## src/rtl/uart_port_master_if.sv

```systemverilog
// Bundle of UART FIFO and port bus signals for uart_port_master.
// Port bus and FIFO signals between uart_port_master and its environment.
interface uart_port_master_if;
  logic [7:0] rx_data;
  logic       rx_data_present;
  logic       rx_read;
  logic [7:0] tx_data;
  logic       tx_write;
  logic       tx_full;
  logic [7:0] port_id;
  logic [7:0] out_port;
  logic       write_strobe;
  logic       read_strobe;
  logic [7:0] in_port;
  logic       busy;
  logic       timeout;

  modport master (
    input  rx_data, rx_data_present, tx_full, in_port,
    output rx_read, tx_data, tx_write, port_id, out_port,
    output write_strobe, read_strobe, busy, timeout
  );

  modport slave (
    output rx_data, rx_data_present, tx_full, in_port,
    input  rx_read, tx_data, tx_write, port_id, out_port,
    input  write_strobe, read_strobe, busy, timeout
  );
endinterface

```

## src/rtl/uart_port_master.sv

```systemverilog
// UART command master for an 8-bit port bus (W addr data / R addr).
// Optional write ACK byte: define UART_PORT_MASTER_WRACK_EN.
module uart_port_master #(
  parameter int READ_LATENCY   = 1,
  parameter int TIMEOUT_CYCLES = 1000000,
  parameter int TIMEOUT_W      = 20
) (
  input logic                 clk,
  input logic                 reset_n,
  uart_port_master_if.master  bus
);

  localparam logic [2:0] IDLE      = 3'd0;
  localparam logic [2:0] GET_ADDR  = 3'd1;
  localparam logic [2:0] GET_DATA  = 3'd2;
  localparam logic [2:0] WR_STROBE = 3'd3;
  localparam logic [2:0] RD_STROBE = 3'd4;
  localparam logic [2:0] RD_WAIT   = 3'd5;
  localparam logic [2:0] SEND      = 3'd6;

  localparam logic [7:0] CMD_W = 8'h57;
  localparam logic [7:0] CMD_R = 8'h52;
  localparam logic [7:0] NAK   = 8'h15;

  localparam logic [2:0] RD_LAST = 3'(READ_LATENCY - 1);
  localparam logic [TIMEOUT_W-1:0] TO_LAST =
    TIMEOUT_W'(TIMEOUT_CYCLES - 1);
  localparam bit TO_EN = (TIMEOUT_CYCLES != 0);

  logic [2:0]           state;
  logic [2:0]           nxt;
  logic                 armed;
  logic                 is_wr;
  logic [TIMEOUT_W-1:0] tcnt;
  logic [2:0]           wcnt;
  logic                 intake;
  logic                 gathering;
  logic                 take;
  logic                 expire;
  logic                 known;

  always_comb begin
    intake    = (state == IDLE) || (state == GET_ADDR)
             || (state == GET_DATA);
    gathering = (state == GET_ADDR) || (state == GET_DATA);
    take      = armed && intake && bus.rx_data_present;
    // A byte arriving in the expiry cycle wins over the timeout
    expire    = TO_EN && gathering && !bus.rx_data_present
             && (tcnt == TO_LAST);
    known     = (bus.rx_data == CMD_W) || (bus.rx_data == CMD_R);
  end

  assign bus.rx_read      = take;
  assign bus.tx_write     = (state == SEND) && !bus.tx_full;
  assign bus.write_strobe = (state == WR_STROBE);
  assign bus.read_strobe  = (state == RD_STROBE);

  always_comb begin
    nxt = state;
    unique case (state)
      IDLE:      if (take) nxt = known ? GET_ADDR : SEND;
      GET_ADDR: begin
        if (take)        nxt = is_wr ? GET_DATA : RD_STROBE;
        else if (expire) nxt = IDLE;
      end
      GET_DATA: begin
        if (take)        nxt = WR_STROBE;
        else if (expire) nxt = IDLE;
      end
`ifdef UART_PORT_MASTER_WRACK_EN
      WR_STROBE: nxt = SEND;
`else
      WR_STROBE: nxt = IDLE;
`endif
      RD_STROBE: nxt = RD_WAIT;
      RD_WAIT:   if (wcnt == RD_LAST) nxt = SEND;
      SEND:      if (bus.tx_write) nxt = IDLE;
      default:   nxt = IDLE;
    endcase
  end

  always_ff @(posedge clk or negedge reset_n) begin
    if (!reset_n) begin
      state        <= IDLE;
      armed        <= 1'b0;
      is_wr        <= 1'b0;
      tcnt         <= '0;
      wcnt         <= '0;
      bus.port_id  <= '0;
      bus.out_port <= '0;
      bus.tx_data  <= '0;
      bus.busy     <= 1'b0;
      bus.timeout  <= 1'b0;
    end else begin
      armed       <= 1'b1;
      state       <= nxt;
      bus.busy    <= (nxt != IDLE);
      bus.timeout <= expire;
      if (take || nxt == IDLE)
        tcnt <= '0;
      else if (gathering)
        tcnt <= tcnt + 1'b1;
      unique case (state)
        IDLE: if (take) begin
          is_wr <= (bus.rx_data == CMD_W);
          if (!known) bus.tx_data <= NAK;
        end
        GET_ADDR: if (take) bus.port_id <= bus.rx_data;
        GET_DATA: if (take) bus.out_port <= bus.rx_data;
`ifdef UART_PORT_MASTER_WRACK_EN
        WR_STROBE: bus.tx_data <= 8'h06;
`endif
        RD_STROBE: wcnt <= '0;
        RD_WAIT: begin
          wcnt <= wcnt + 3'd1;
          if (wcnt == RD_LAST) bus.tx_data <= bus.in_port;
        end
        default: ;
      endcase
    end
  end

endmodule

```

## src/flat_wrapper.sv

```systemverilog
// flat-port wrapper written by rule: the top's interface ports become plain ports
module uart_port_master_flat 
#(
  parameter int READ_LATENCY   = 1,
  parameter int TIMEOUT_CYCLES = 1000000,
  parameter int TIMEOUT_W      = 20
)
  (clk, reset_n, bus_rx_data, bus_rx_data_present, bus_tx_full, bus_in_port, bus_rx_read, bus_tx_data, bus_tx_write, bus_port_id, bus_out_port, bus_write_strobe, bus_read_strobe, bus_busy, bus_timeout);
  uart_port_master_if bus_i ();
  input logic clk;
  input logic reset_n;
  input wire logic [$bits(bus_i.rx_data)-1:0] bus_rx_data;
  input wire logic [$bits(bus_i.rx_data_present)-1:0] bus_rx_data_present;
  input wire logic [$bits(bus_i.tx_full)-1:0] bus_tx_full;
  input wire logic [$bits(bus_i.in_port)-1:0] bus_in_port;
  output wire logic [$bits(bus_i.rx_read)-1:0] bus_rx_read;
  output wire logic [$bits(bus_i.tx_data)-1:0] bus_tx_data;
  output wire logic [$bits(bus_i.tx_write)-1:0] bus_tx_write;
  output wire logic [$bits(bus_i.port_id)-1:0] bus_port_id;
  output wire logic [$bits(bus_i.out_port)-1:0] bus_out_port;
  output wire logic [$bits(bus_i.write_strobe)-1:0] bus_write_strobe;
  output wire logic [$bits(bus_i.read_strobe)-1:0] bus_read_strobe;
  output wire logic [$bits(bus_i.busy)-1:0] bus_busy;
  output wire logic [$bits(bus_i.timeout)-1:0] bus_timeout;
  assign bus_i.rx_data = bus_rx_data;
  assign bus_i.rx_data_present = bus_rx_data_present;
  assign bus_i.tx_full = bus_tx_full;
  assign bus_i.in_port = bus_in_port;
  assign bus_rx_read = bus_i.rx_read;
  assign bus_tx_data = bus_i.tx_data;
  assign bus_tx_write = bus_i.tx_write;
  assign bus_port_id = bus_i.port_id;
  assign bus_out_port = bus_i.out_port;
  assign bus_write_strobe = bus_i.write_strobe;
  assign bus_read_strobe = bus_i.read_strobe;
  assign bus_busy = bus_i.busy;
  assign bus_timeout = bus_i.timeout;
  uart_port_master #(.READ_LATENCY(READ_LATENCY), .TIMEOUT_CYCLES(TIMEOUT_CYCLES), .TIMEOUT_W(TIMEOUT_W)) u_core (.clk(clk), .reset_n(reset_n), .bus(bus_i));
endmodule
```

## config.mk

```make
export PLATFORM = sky130hd
export DESIGN_NAME = uart_port_master_flat
export DESIGN_NICKNAME = d
export VERILOG_FILES = /design/src/rtl/uart_port_master_if.sv /design/src/rtl/uart_port_master.sv /design/src/flat_wrapper.sv
export SDC_FILE = /design/constraint.sdc
export NUM_CORES = 1
export LEC_CHECK = 0
export BUFFER_PORTS_ARGS = -buffer_cell sky130_fd_sc_hd__buf_2
export CORE_MARGIN = 3
export CORE_UTILIZATION = 25
export CTS_CLUSTER_SIZE = 24
export DETAILED_ROUTE_END_ITERATION = 8
export PLACE_DENSITY_LB_ADDON = 0.08
export SETUP_SLACK_MARGIN = 0.5
export SYNTH_ARGS = -nofsm -noshare
export SYNTH_HDL_FRONTEND = slang
export SYNTH_SLANG_ARGS = --single-unit
```

## constraint.sdc

```tcl
create_clock -name clk -period 3.4 [get_ports clk]
set_clock_uncertainty 0.15 [all_clocks]
set_input_delay 0.17 -clock clk [delete_from_list [all_inputs] [get_ports clk]]
set_output_delay 0.17 -clock clk [all_outputs]
set_load 0.02 [all_outputs]
```

After elaboration in Yosys (flattened, before gate mapping)
Index checks and enable logic that the tools add are counted.
- output and inout port bits: 30
- logic and storage cells: 63
- bits of input ports: 20
- register bits: 54
- add/subtract/negate cells: 2
- muxes and demuxes: 16
- eq/ne operators: 12
- reduce and logical (&&, ||, !) cells: 23
- operator list (cell ; count):
    20-bit two-way mux ; 2
    3-bit two-way mux ; 8
    8-bit two-way mux ; 3
    20-bit by 1-bit adder with 20-bit output (second input constant) ; 1
    20-bit == test (second input constant) ; 1
    3-bit one-hot mux with 6 select lines ; 1
    8-bit by 7-bit == test with 1-bit output (second input constant) ; 2
    8-bit one-hot mux with 2 select lines ; 1
    3-bit == test (second input constant) ; 3
    3-bit zero test ; 3
    3-bit by 2-bit == test with 1-bit output (second input constant) ; 2
    3-bit one-hot mux with 2 select lines ; 1
    2-bit AND reduction ; 3
    2-bit nonzero test ; 3
    1-bit logical AND ; 5
    1-bit logical OR ; 5
    2-bit by 1-bit != test with 1-bit output (second input constant) ; 2
    4-bit AND reduction ; 1
    3-bit by 1-bit adder with 3-bit output (second input constant) ; 1
    3-bit by 1-bit == test with 1-bit output (second input constant) ; 1
    3-bit nonzero test ; 1
    1-bit zero test ; 2
    2-bit != test (second input constant) ; 1

Logic depth before layout (Yosys ltp)
Gate-level depths: netlist of the first run.
- depth after elaboration: 10
- gate-level depth with buffers: 8
- mapped depth without buffers: 7

Worst setup path before layout of the first run
Ideal clock, no wire load.
- path kind: reg2reg
- start point: reg u_core.state[1]
- end point: reg u_core.tcnt[12]
- setup time: 0.151 ns
- arrival time: 2.401 ns
- path slack: 0.698 ns
- stages on the path, launching flop included: 9
- required time: 3.099 ns
- period minus slack after synthesis: 2.702 ns
- cell sequence: dfrtp_1 buf_4 xnor2_1 or4b_1 buf_2 or4_4 a221oi_4 buf_6 a211oi_1
- cells in the longest elaborated chain, start to end: 10
- ends and longest elaborated chain (item ; RTL line ; source):
    from (decl) ; uart_port_master.sv:30 ; logic [2:0] state;
    from (signal assigned) ; uart_port_master.sv:96 ; state <= nxt;
    3-bit by 1-bit == test with 1-bit output (tied with other cells) ; uart_port_master.sv:43, uart_port_master.sv:45, uart_port_master.sv:60 ;
    1-bit logical OR (on tied branches) ; uart_port_master.sv:45, uart_port_master.sv:43 ;
    1-bit logical AND / 1-bit logical OR (equally long branches) ; uart_port_master.sv:48, uart_port_master.sv:44 ;
    1-bit logical AND (on tied branches) ; uart_port_master.sv:49, uart_port_master.sv:46 ;
    3-bit two-way mux / 1-bit logical AND (equally long branches) ; uart_port_master.sv:64, uart_port_master.sv:68, uart_port_master.sv:46 ;
    3-bit two-way mux (on tied branches) ; uart_port_master.sv:67, uart_port_master.sv:61, uart_port_master.sv:63 ;
    3-bit one-hot mux with 6 select lines ; uart_port_master.sv:60 ; unique case (state)
    3-bit zero test ; uart_port_master.sv:99 ; if (take || nxt == IDLE)
    1-bit logical OR ; uart_port_master.sv:99 ;
    20-bit two-way mux / 2-bit nonzero test (equally long branches) ; -- ;
    to (signal assigned) ; uart_port_master.sv:102 ; tcnt <= tcnt + 1'b1;
    to (decl) ; uart_port_master.sv:34 ; logic [TIMEOUT_W-1:0] tcnt;
Parallel ways exist; a longest one is shown, timed or not.
A chain may end at the register's enable or synchronous reset.

Worst setup path after layout of the first run
- start point: reg u_core.state[1]
- end point: reg u_core.tcnt[4]
Same word-level chain as after synthesis.

==> results of run 1 <==
## metrics by stage
stage / area, um2 / utilization [%] / std cells / hold WS [ns]
4_1_cts: 3340 / 33.3 / 455 / 0.151
3_3_place_gp: 3070 / 30.6 / 430 / 0.244
2_1_floorplan: 2650 / - / 251 / -0.276
3_5_place_dp: 3070 / 30.6 / 430 / 0.248
6_report: 3350 / 33.3 / 455 / 0.158
5_1_grt: 3350 / 33.3 / 455 / 0.177
## cell families (layout without fill, tap and decap cells)
group	count (synthesis)	in the layout	synth area share, %
muxes	17	17	7.17
xor gates and xnor gates	21	21	6.93
DFF	54	54	50.9
adders and majority gates	3	3	1.41
AOI/OAI and AO/OA	41	41	11.1
and+or+nand+nor	86	86	17.5
buffers and inverters	28	99	4.81
other	1	1	0.141
## what timing repair did
item                                   4_1_cts  5_1_grt
endpoints found under the hold margin       69        0
hold buffers                                17        0
resized for setup                            1        1
setup endpoints to repair                   19       19
## layout by cell type, fill, tap and decap left out, drive strengths merged, types with 3 or more instances in the layout
master,count
nor2b,6
ha,3
nand2,15
nor4,3
o21ai,10
inv,18
nand4,6
dlygate4sd3,17
nor2,15
nand3,14
nor3,8
a21oi,4
a211oi,21
buf,58
clkbuf,5
xnor2,17
dfrtp,54
mux2,16
xor2,4
## path summary, 6_finish.rpt
check	startpoint	to	slack, ns	depth (start not counted)
max	u_core.state[1]$_DFF_PN0_	u_core.tcnt[4]$_DFFE_PN0P_	0.64	6
min	bus_rx_data_present	u_core.state[0]$_DFF_PN0_	0.16	4
max reg2reg	u_core.state[1]$_DFF_PN0_	u_core.tcnt[4]$_DFFE_PN0P_	0.64	6
min reg2reg	u_core.bus.port_id[6]$_DFFE_PN0P_	u_core.bus.port_id[6]$_DFFE_PN0P_	0.36	1
max in group asynchronous	reset_n	u_core.tcnt[12]$_DFFE_PN0P_	1.95	3
min in group asynchronous	reset_n	u_core.bus.port_id[6]$_DFFE_PN0P_	0.40	2
## area by class of cell
class                           count  area, um2
Sequential cell                    54       1350
Clock inverter                      3       28.8
Fill cell                        1040       6700
Clock buffer                        5       68.8
Tap cell                          133        166
Inverter                           16       60.1
Multi-Input combinational cell    169       1190
Timing Repair Buffer               75        483
## worst register-to-register path, delay by kind of cell (launching register included)
family                 cells  cell delay (ns)
AND/OR/NAND/NOR            2             1.19
AO/OA/AOI/OAI              2             0.34
flip-flops                 1             0.49
buffers and inverters      1             0.24
XOR/XNOR                   1             0.22
## layer usage
metal	GRT usage [%]	wire length, um	vias to the layer above
met1	16.4	3210	1027
li1	-	-	1024
met2	18.7	3010	35
met5	0	0	-
met3	2.13	205	5
met4	3.25	60	0
## power groups by stage
stage | Combinational, mW | Sequential [mW] | Clock (mW)
after floorplan | 0.572 | 1.10 | 0
after global placement | 1.11 | 0.931 | 0
after detailed placement | 1.10 | 0.936 | 0
after CTS | 1.12 | 0.926 | 0.418
after global routing | 1.21 | 0.950 | 0.438
final | 1.11 | 0.923 | 0.394
## flip-flops by register name (all words and copies together) (netlist names)
name	count
u_core.armed	1
u_core.bus.busy	1
u_core.bus.out_port	8
u_core.bus.port_id	8
u_core.bus.timeout	1
u_core.bus.tx_data	8
u_core.is_wr	1
u_core.state	3
u_core.tcnt	20
u_core.wcnt	3
==> impl_metrics.json, run 1 <==
{
  "status": "finished clean",
  "post-cts-setup-buffers": 0,
  "ys_warn_count": 0,
  "internal_power_mw": 1.38,
  "cellPowerDensity_nw_per_um2": 724,
  "grtUsageTotal_pct": 11.8,
  "worst-path-buf-inv": 1,
  "p_total_mw": 2.42,
  "grt_remaining_overflow": 0,
  "cts.path.max_buffers": 2,
  "aggregate_routed_wire_length_um": 6480,
  "worst_path_largest_cell_delay_ns": 0.61,
  "worstPathRequired_ns": 3.45,
  "cpLargestDelayFamily": "simple AND/OR/NAND/NOR gates",
  "avgViaCountPerCell": 4.60,
  "async_flop_share_pct": 100,
  "worstSetupPathType": "register to register",
  "min_path_type": "input pin to register",
  "setup_tns_ns": 0,
  "critPathMaxFanout": 12,
  "cts-htree-levels": 2,
  "relative_slew_slack_pct": 32.2,
  "timing.final.setup_violations": 0,
  "clock-sinks": 54,
  "route.vias.total": 2091,
  "number_of_search_and_repair_iterations_in_the_first_detailed_routing_pass": 4,
  "power_frac_comb_pct": 45.7,
  "ctsRootBufferMaster": "clkbuf_8",
  "clkSlewWorstSetupHoldPaths_ns": 0.12,
  "power.static_leakage_nw": 1.40,
  "timing.final.ws_setup_ns": 0.643,
  "post_synth_instance_area_um2": 2650,
  "ir_worst_vdd_mv": 0.342,
  "boundaryPins": 50,
  "synth_cells": 251,
  "largest_net_degree_at_the_start_of_global_routing": 46,
  "grt_antenna_before_repair": 0,
  "share_seq_of_total_power_pct": 38.1,
  "timing.final.crit_share_pct": 81.1,
  "slew_violations": 0,
  "initialDrtViolationCount": 67,
  "vias_in_the_first_global_route": 2151,
  "die_area_um2": 11900,
  "half_perimeter_wire_length_of_the_detailed_placement_result_um": 4490,
  "gpl_congestion": 0.758,
  "wire_per_inst_um": 14.2,
  "ys_ff_latch": 54,
  "synthTopCellsByCount": "dfrtp_1 (54), a211oi_1 (21), xnor2_1 (17)",
  "area_growth_syn_to_layout_pct": 26.1,
  "synth.distinct_cells": 41,
  "cts-buffers-inserted": 5,
  "die_x_um": 109,
  "max_cap_viol_count": 0,
  "die_height_um": 109,
  "layout_min_cycle_time_ns": 2.76,
  "antenna-diode-count": 0,
  "worst_skew_pair.late_latency_ns": 0.31,
  "ant_nets": 0,
  "endpoints_failing_hold": 0,
  "critPathLaunchType": "register",
  "synth_seq_area_share_pct": 50.9,
  "fmaxAchievable_mhz": 363,
  "synth_edf_count": 0,
  "crit_path_end_kind": "register",
  "placement_rows": 36,
  "layout-drive-gt1-share_pct": 27.0,
  "core_ar_um2": 10000,
  "p_clk_share_pct": 16.3,
  "postSynth.topFlopCell": "dfrtp_1",
  "post-synth-top-area-cell": "dfrtp_1",
  "drc": 0,
  "place_worst_setup_slack_ns": 0.519,
  "worst-endpoint-arrival_ns": 2.80,
  "yosysTopAreaCellShare_pct": 50.9,
  "crit_path_cell_trace": "xnor2_1 > or4b_4 > or4_4 > a221oi_4 > buf_4 > a211oi_1",
  "tritoncts": "done",
  "worst_pin_slew_ns": 1.02,
  "effective_utilization_at_floorplan_pct": 26.4,
  "buffer_ports.inserted": 49,
  "syn-num-nets": 274,
  "synth_area_per_inst_um2": 10.6,
  "power_switching_mw": 1.04,
  "wire_length_of_the_first_global_routing_pass_um": 11000,
  "synthMostInstantiatedCell": "dfrtp_1",
  "synth_top_cells_by_area": "dfrtp_1 (51%), mux2_2 (6.8%), a211oi_1 (5.9%)",
  "switching_share_pct": 43.0,
  "unrepaired_setup_endpoints_after_global_routing": "false",
  "timing.critical_path.slowest_stage_cell": "or4b_4",
  "nets": 344
}
Note: power is estimated with default switching activity, not from simulation.
==> run 2, diff against run 1 <==
==> constraint.sdc (replaced) <==
create_clock -name clk -period 2.5 [get_ports clk]
set_clock_uncertainty 0.15 [all_clocks]
set_input_delay 0.125 -clock clk [delete_from_list [all_inputs] [get_ports clk]]
set_output_delay 0.125 -clock clk [all_outputs]
set_load 0.02 [all_outputs]
==> run 2 against run 1 <==
  * The run now ends with setup timing left
  * Count of clock-buffer cells in the layout unchanged
  * Sequential power grew 38%
  * Register-to-register slack worse by 0.65 ns
  * Hold slack lost 0.13 ns
  * Routed wire length increased by 7.8%
  * Sequential share of layout area fell by 4.0 points
  * Fmax increased by 9.8%
  * Global-route usage is 0.68 points higher
  * Combinational power increased by 83%
  * Die area unchanged
  * Final cell count increased by 4.8%
  * First-iteration DRC count is 18% lower
  * Highest routed layer unchanged
==> impl_metrics.json, run 2 (synthesis gave the netlist of run 1 again) <==
{
  "wire_length_of_the_first_global_routing_pass_um": 11700,
  "timing.final.ws_setup_ns": -0.0109,
  "max_cap_viol_count": 0,
  "fmaxAchievable_mhz": 398,
  "crit_path_end_kind": "register",
  "effective_utilization_at_floorplan_pct": 26.4,
  "cts-htree-levels": 2,
  "final_cell_area_um2": 3720,
  "largest-register": "u_core.tcnt",
  "route.vias.total": 2191,
  "combined_area_of_the_multi_input_logic_cells_um2": 1300,
  "grtUsageTotal_pct": 12.5,
  "worst_pin_slew_ns": 0.724,
  "relative_slew_slack_pct": 51.7,
  "largest_register_ffs": 20,
  "grt_remaining_overflow": 0,
  "power_frac_comb_pct": 52.9,
  "nets": 366,
  "post_layout_nonfiller_instances": 477,
  "global_route.usage.met3_pct": 2.37,
  "buffer_ports.inserted": 49,
  "slew_violations": 0,
  "most_common_library_cell_in_the_layout_ignoring_fill_and_taps": "dfrtp_1",
  "top_usage_layer": "met2",
  "layout.cells.most_common_list": "dfrtp_1 (52), buf_2 (48), buf_4 (22)",
  "worst-endpoint-arrival_ns": 2.56,
  "antenna-diode-count": 0,
  "ctsRootBufferMaster": "clkbuf_8",
  "internal_power_mw": 2.25,
  "cts.path.max_buffers": 2,
  "met1_usage_pct": 16.7,
  "area_growth_syn_to_layout_pct": 40.2,
  "place_inst": 442,
  "core_ar_um2": 10000,
  "power_switching_mw": 1.58,
  "p_clk_share_pct": 14.0,
  "drc": 0,
  "critPathLaunchType": "register",
  "timing.final.setup_violations": 5,
  "boundaryPins": 50,
  "half_perimeter_wire_length_of_the_detailed_placement_result_um": 4410,
  "tritoncts": "done",
  "n_fill_cell": 1034,
  "layout_min_cycle_time_ns": 2.51,
  "regArea_um2": 1350,
  "initialDrtViolationCount": 55,
  "vias_in_the_first_global_route": 2317,
  "worstSetupPathType": "register to register",
  "worst_skew_pair.late_latency_ns": 0.32,
  "clkSlewWorstSetupHoldPaths_ns": 0.11,
  "die_x_um": 109,
  "switching_share_pct": 41.3,
  "cellPowerDensity_nw_per_um2": 1030,
  "share_seq_of_total_power_pct": 33.1,
  "power.static_leakage_nw": 1.56,
  "grt_antenna_before_repair": 0,
  "min_path_type": "input pin to register",
  "unrepaired_setup_endpoints_after_global_routing": "true",
  "ant_nets": 0,
  "ir_worst_vdd_mv": 0.452,
  "number_of_search_and_repair_iterations_in_the_first_detailed_routing_pass": 4,
  "place_area_um2": 3210,
  "die_height_um": 109,
  "gpl_congestion": 0.744,
  "endpoints_failing_hold": 0,
  "critPathMaxFanout": 6,
  "cts-buffers-inserted": 5,
  "timing.final.crit_share_pct": 100,
  "failed_checks": "setup timing",
  "layout-drive-gt1-share_pct": 38.4,
  "largest_net_degree_at_the_start_of_global_routing": 55,
  "wire_per_inst_um": 14.6,
  "die_area_um2": 11900,
  "clock-sinks": 54,
  "place_worst_setup_slack_ns": -0.00410,
  "avgViaCountPerCell": 4.59,
  "ff2ff_path_depth": 8,
  "p_total_mw": 3.83,
  "hold_path_depth": 4,
  "worstPathRequired_ns": 2.55,
  "global_route.usage.met2_pct": 20.7,
  "aggregate_routed_wire_length_um": 6990,
  "placement_rows": 36,
  "status": "finished with violations"
}
run 2: cell count changes in the layout (fill, tap and decap cells not counted), sizes merged:
cell | before | now
clkbuf | 5 | 7
buf | 58 | 78
run 2: worst max-delay path, cell delays in order, from the launching register on:
cell	delay, ns
dfrtp_1	0.37
ha_2	0.19
nand3_2	0.08
or4b_4	0.52
or4_4	0.46
a221oi_4	0.24
buf_6	0.17
clkbuf_16	0.15
a211oi_1	0.06
run 2: area by class of cell:
class                      count  share of cell area [%]
clock buffer                   5                    1.85
clock inverter                 3                   0.706
inverter                      16                    1.68
multi-input combinational    169                    35.0
sequential                    54                    36.4
tap                          133                    4.47
timing repair buffer          97                    19.9
run 2: layer usage:
| metal | wire (um) | part of all wire, % |
|---|---|---|
| met1 | 3420 | 49 |
| met2 | 3210 | 46 |
| met3 | 284 | 4.1 |
| met4 | 68 | 0.97 |
| met5 | 0 | 0 |
run 2: power by group through the flow:
| stage | Sequential [mW] | Combinational (mW) | Clock, mW |
|---|---|---|---|
| after global routing | 1.31 | 2.19 | 0.601 |
| final | 1.27 | 2.03 | 0.534 |
| after detailed placement | 1.27 | 1.64 | 0 |
| after floorplan | 1.50 | 0.821 | 0 |
| after global placement | 1.27 | 1.65 | 0 |
| after CTS | 1.26 | 1.69 | 0.568 |
run 2: what timing repair did:
item                                    4_1_cts  5_1_grt
cloned                                        0        4
gates resized for setup                       6       38
buffers inserted                              1        5
endpoints found under the hold margin        79        0
pin swaps                                     0        8
hold buffers                                 17        0
endpoints found under the setup margin       33       34
run 2: per-stage QoR:
stage	hold slack [ns]	setup TNS [ns]	util, %
6_report	0.0256	-0.0200	37.0
3_3_place_gp	0.176	0	31.9
4_1_cts	0.00887	0	34.9
2_1_floorplan	-0.321	-1.29	-
3_5_place_dp	0.179	-0.00768	31.9
5_1_grt	0.0256	-1.54	37.0
run 2: worst paths after layout:
kind / start / end / slack [ns]
min in group asynchronous: reset_n / u_core.bus.out_port[6]$_DFFE_PN0P_ / 0.32
hold reg to reg: u_core.bus.out_port[6]$_DFFE_PN0P_ / u_core.bus.out_port[6]$_DFFE_PN0P_ / 0.36
hold / removal: bus_rx_data[3] / u_core.is_wr$_DFFE_PN0P_ / 0.03
max in group asynchronous: reset_n / u_core.state[0]$_DFF_PN0_ / 1.36
setup / recovery: u_core.tcnt[0]$_DFFE_PN0P_ / u_core.tcnt[2]$_DFFE_PN0P_ / -0.01
setup reg to reg: u_core.tcnt[0]$_DFFE_PN0P_ / u_core.tcnt[2]$_DFFE_PN0P_ / -0.01
==> run 3, diff against run 2 <==
--- a/config.mk
+++ b/config.mk
@@ -11,6 +11,7 @@
 export CTS_CLUSTER_SIZE = 24
 export DETAILED_ROUTE_END_ITERATION = 8
 export PLACE_DENSITY_LB_ADDON = 0.08
+export RECOVER_POWER = 100
 export SETUP_SLACK_MARGIN = 0.5
 export SYNTH_ARGS = -nofsm -noshare
 export SYNTH_HDL_FRONTEND = slang
==> run 3 against run 2 <==
  * The flow still finishes with violations (setup timing)
  * Hold slack better by 0.00065 ns
  * Count of clock-buffer cells in the layout stayed put
  * Critical path depth stayed put
  * Flip-flop and latch count stayed put
  * Core utilization is 0.96 points lower
  * Die area stayed put
  * Total power is 3.2% lower
==> impl_metrics.json, run 3 (synthesis gave the netlist of run 1 again) <==
{
  "crit_path_end_kind": "register",
  "ant_nets": 0,
  "slew_violations": 0,
  "initialDrtViolationCount": 59,
  "gpl_congestion": 0.744,
  "r2r-start": "u_core.tcnt[0]$_DFFE_PN0P_",
  "layout_min_cycle_time_ns": 2.51,
  "status": "finished with violations",
  "timing.final.crit_share_pct": 100,
  "half_perimeter_wire_length_of_the_detailed_placement_result_um": 4410,
  "ir_worst_vdd_mv": 0.425,
  "hold_start": "bus_rx_data[3]",
  "clock-sinks": 54,
  "reg2reg_to": "u_core.tcnt[2]$_DFFE_PN0P_",
  "largest_net_degree_at_the_start_of_global_routing": 55,
  "layout-drive-gt1-share_pct": 27.9,
  "worst_pin_slew_ns": 1.40,
  "grt_remaining_overflow": 0,
  "n_fill_cell": 1059,
  "largest_register_ffs": 20,
  "power.static_leakage_nw": 1.44,
  "die_x_um": 109,
  "aggregate_routed_wire_length_um": 7010,
  "largest-register": "u_core.tcnt",
  "grt_antenna_before_repair": 0,
  "endpoints_failing_hold": 0,
  "timing.final.ws_setup_ns": -0.00817,
  "relative_slew_slack_pct": 6.41,
  "max_cap_viol_count": 0,
  "place_worst_setup_slack_ns": -0.00410,
  "cellPowerDensity_nw_per_um2": 1020,
  "reg_to_reg_setup_timing_slack_ns": -0.008,
  "cts-buffers-inserted": 5,
  "cts-htree-levels": 2,
  "critPathLaunchType": "register",
  "hold_path_depth": 4,
  "ctsRootBufferMaster": "clkbuf_8",
  "placement_rows": 36,
  "worstPathRequired_ns": 2.55,
  "worst_skew_pair.late_latency_ns": 0.32,
  "failed_checks": "setup timing",
  "worst-endpoint-arrival_ns": 2.55,
  "wire_per_inst_um": 14.7,
  "timing.final.setup_violations": 3,
  "die_height_um": 109,
  "route.vias.total": 2186,
  "wire_length_of_the_first_global_routing_pass_um": 11700,
  "p_total_mw": 3.71,
  "area_growth_syn_to_layout_pct": 36.6,
  "avgViaCountPerCell": 4.58,
  "cts.path.max_buffers": 2,
  "most_common_library_cell_in_the_layout_ignoring_fill_and_taps": "dfrtp_1",
  "effective_utilization_at_floorplan_pct": 26.4,
  "ff2ff_path_depth": 8,
  "buffer_ports.inserted": 49,
  "regArea_um2": 1350,
  "vias_in_the_first_global_route": 2317,
  "nets": 366,
  "grtUsageTotal_pct": 12.5,
  "critPathMaxFanout": 6,
  "die_area_um2": 11900,
  "min_path_type": "input pin to register",
  "antenna-diode-count": 0,
  "core_ar_um2": 10000,
  "number_of_search_and_repair_iterations_in_the_first_detailed_routing_pass": 4,
  "drc": 0,
  "worstSetupPathType": "register to register",
  "layout.cells.most_common_list": "dfrtp_1 (53), clkbuf_1 (33), a211oi_1 (21)",
  "fmaxAchievable_mhz": 399,
  "boundaryPins": 50,
  "combined_area_of_the_multi_input_logic_cells_um2": 1280,
  "clkSlewWorstSetupHoldPaths_ns": 0.11,
  "tritoncts": "done",
  "unrepaired_setup_endpoints_after_global_routing": "true",
  "hold_end": "u_core.is_wr$_DFFE_PN0P_"
}
-- run 3: cell count changes in the layout (fill, tap and decap cells not counted), moves of 2 or more --
cell / previous run / this run
clkbuf_1: 0 / 33
buf_6: 5 / 3
buf_4: 22 / 18
buf_2: 48 / 20
-- run 3: worst max-delay path by stage --
stage / endpoint / startpoint / slack, ns
global placement: u_core.tcnt[9]$_DFFE_PN0P_ / u_core.tcnt[0]$_DFFE_PN0P_ / 0.02
finish: u_core.tcnt[2]$_DFFE_PN0P_ / u_core.tcnt[0]$_DFFE_PN0P_ / -0.008
CTS: u_core.tcnt[9]$_DFFE_PN0P_ / u_core.tcnt[0]$_DFFE_PN0P_ / 0.0005
global route: u_core.tcnt[14]$_DFFE_PN0P_ / u_core.tcnt[0]$_DFFE_PN0P_ / -0.09
floorplan: u_core.tcnt[12]$_DFFE_PN0P_ / u_core.tcnt[0]$_DFFE_PN0P_ / -0.08
detailed placement: u_core.tcnt[10]$_DFFE_PN0P_ / u_core.tcnt[0]$_DFFE_PN0P_ / -0.004
-- run 3: routing by layer --
metal,global-route usage [%],wire length (um)
met3,2.37,253
met4,2.98,68
met1,16.7,3480
met5,0,0
met2,20.7,3210
-- run 3: stage by stage --
step | TNS, ns | utilization [%] | instances | hold WS [ns] | instance area [um2]
floorplan | -1.29 | - | 251 | -0.321 | 2690
detailed placement | -0.00768 | 31.9 | 442 | 0.179 | 3210
CTS | 0 | 34.9 | 468 | 0.00887 | 3510
finish | -0.0112 | 36.1 | 477 | 0.0262 | 3620
global route | -1.58 | 36.1 | 477 | 0.0256 | 3620
global placement | 0 | 31.9 | 442 | 0.176 | 3210
-- run 3: worst max-delay path: stages (launching register included) --
cell and delay [ns]:
dfrtp_1 0.37, ha_2 0.19, nand3_2 0.08, or4b_4 0.52, or4_4 0.46, a221oi_4 0.24, buf_6 0.17, clkbuf_16 0.15
a211oi_1 0.06
-- run 3: where the power goes --
group	switching (mW)	internal (mW)	leakage, nW
Sequential	0.153	1.12	0.698
Combinational	1.10	0.807	0.691
Clock	0.328	0.207	0.0491
-- run 3: layout make-up --
type,instances,area share (%)
inverters,16,1.73
clock buffers,5,1.90
flip-flops and latches,54,37.3
well taps,133,4.59
clock inverters,3,0.725
repair buffers,97,18.4
multi-input cells,169,35.4
-- run 3: timing repair --
item / CTS / global route
gates cloned: 0 / 4
gates resized for setup: 6 / 38
setup endpoints to repair: 33 / 34
hold buffers: 17 / 0
endpoints found under the hold margin: 79 / 0
buffers inserted: 1 / 5
pin swaps: 0 / 8
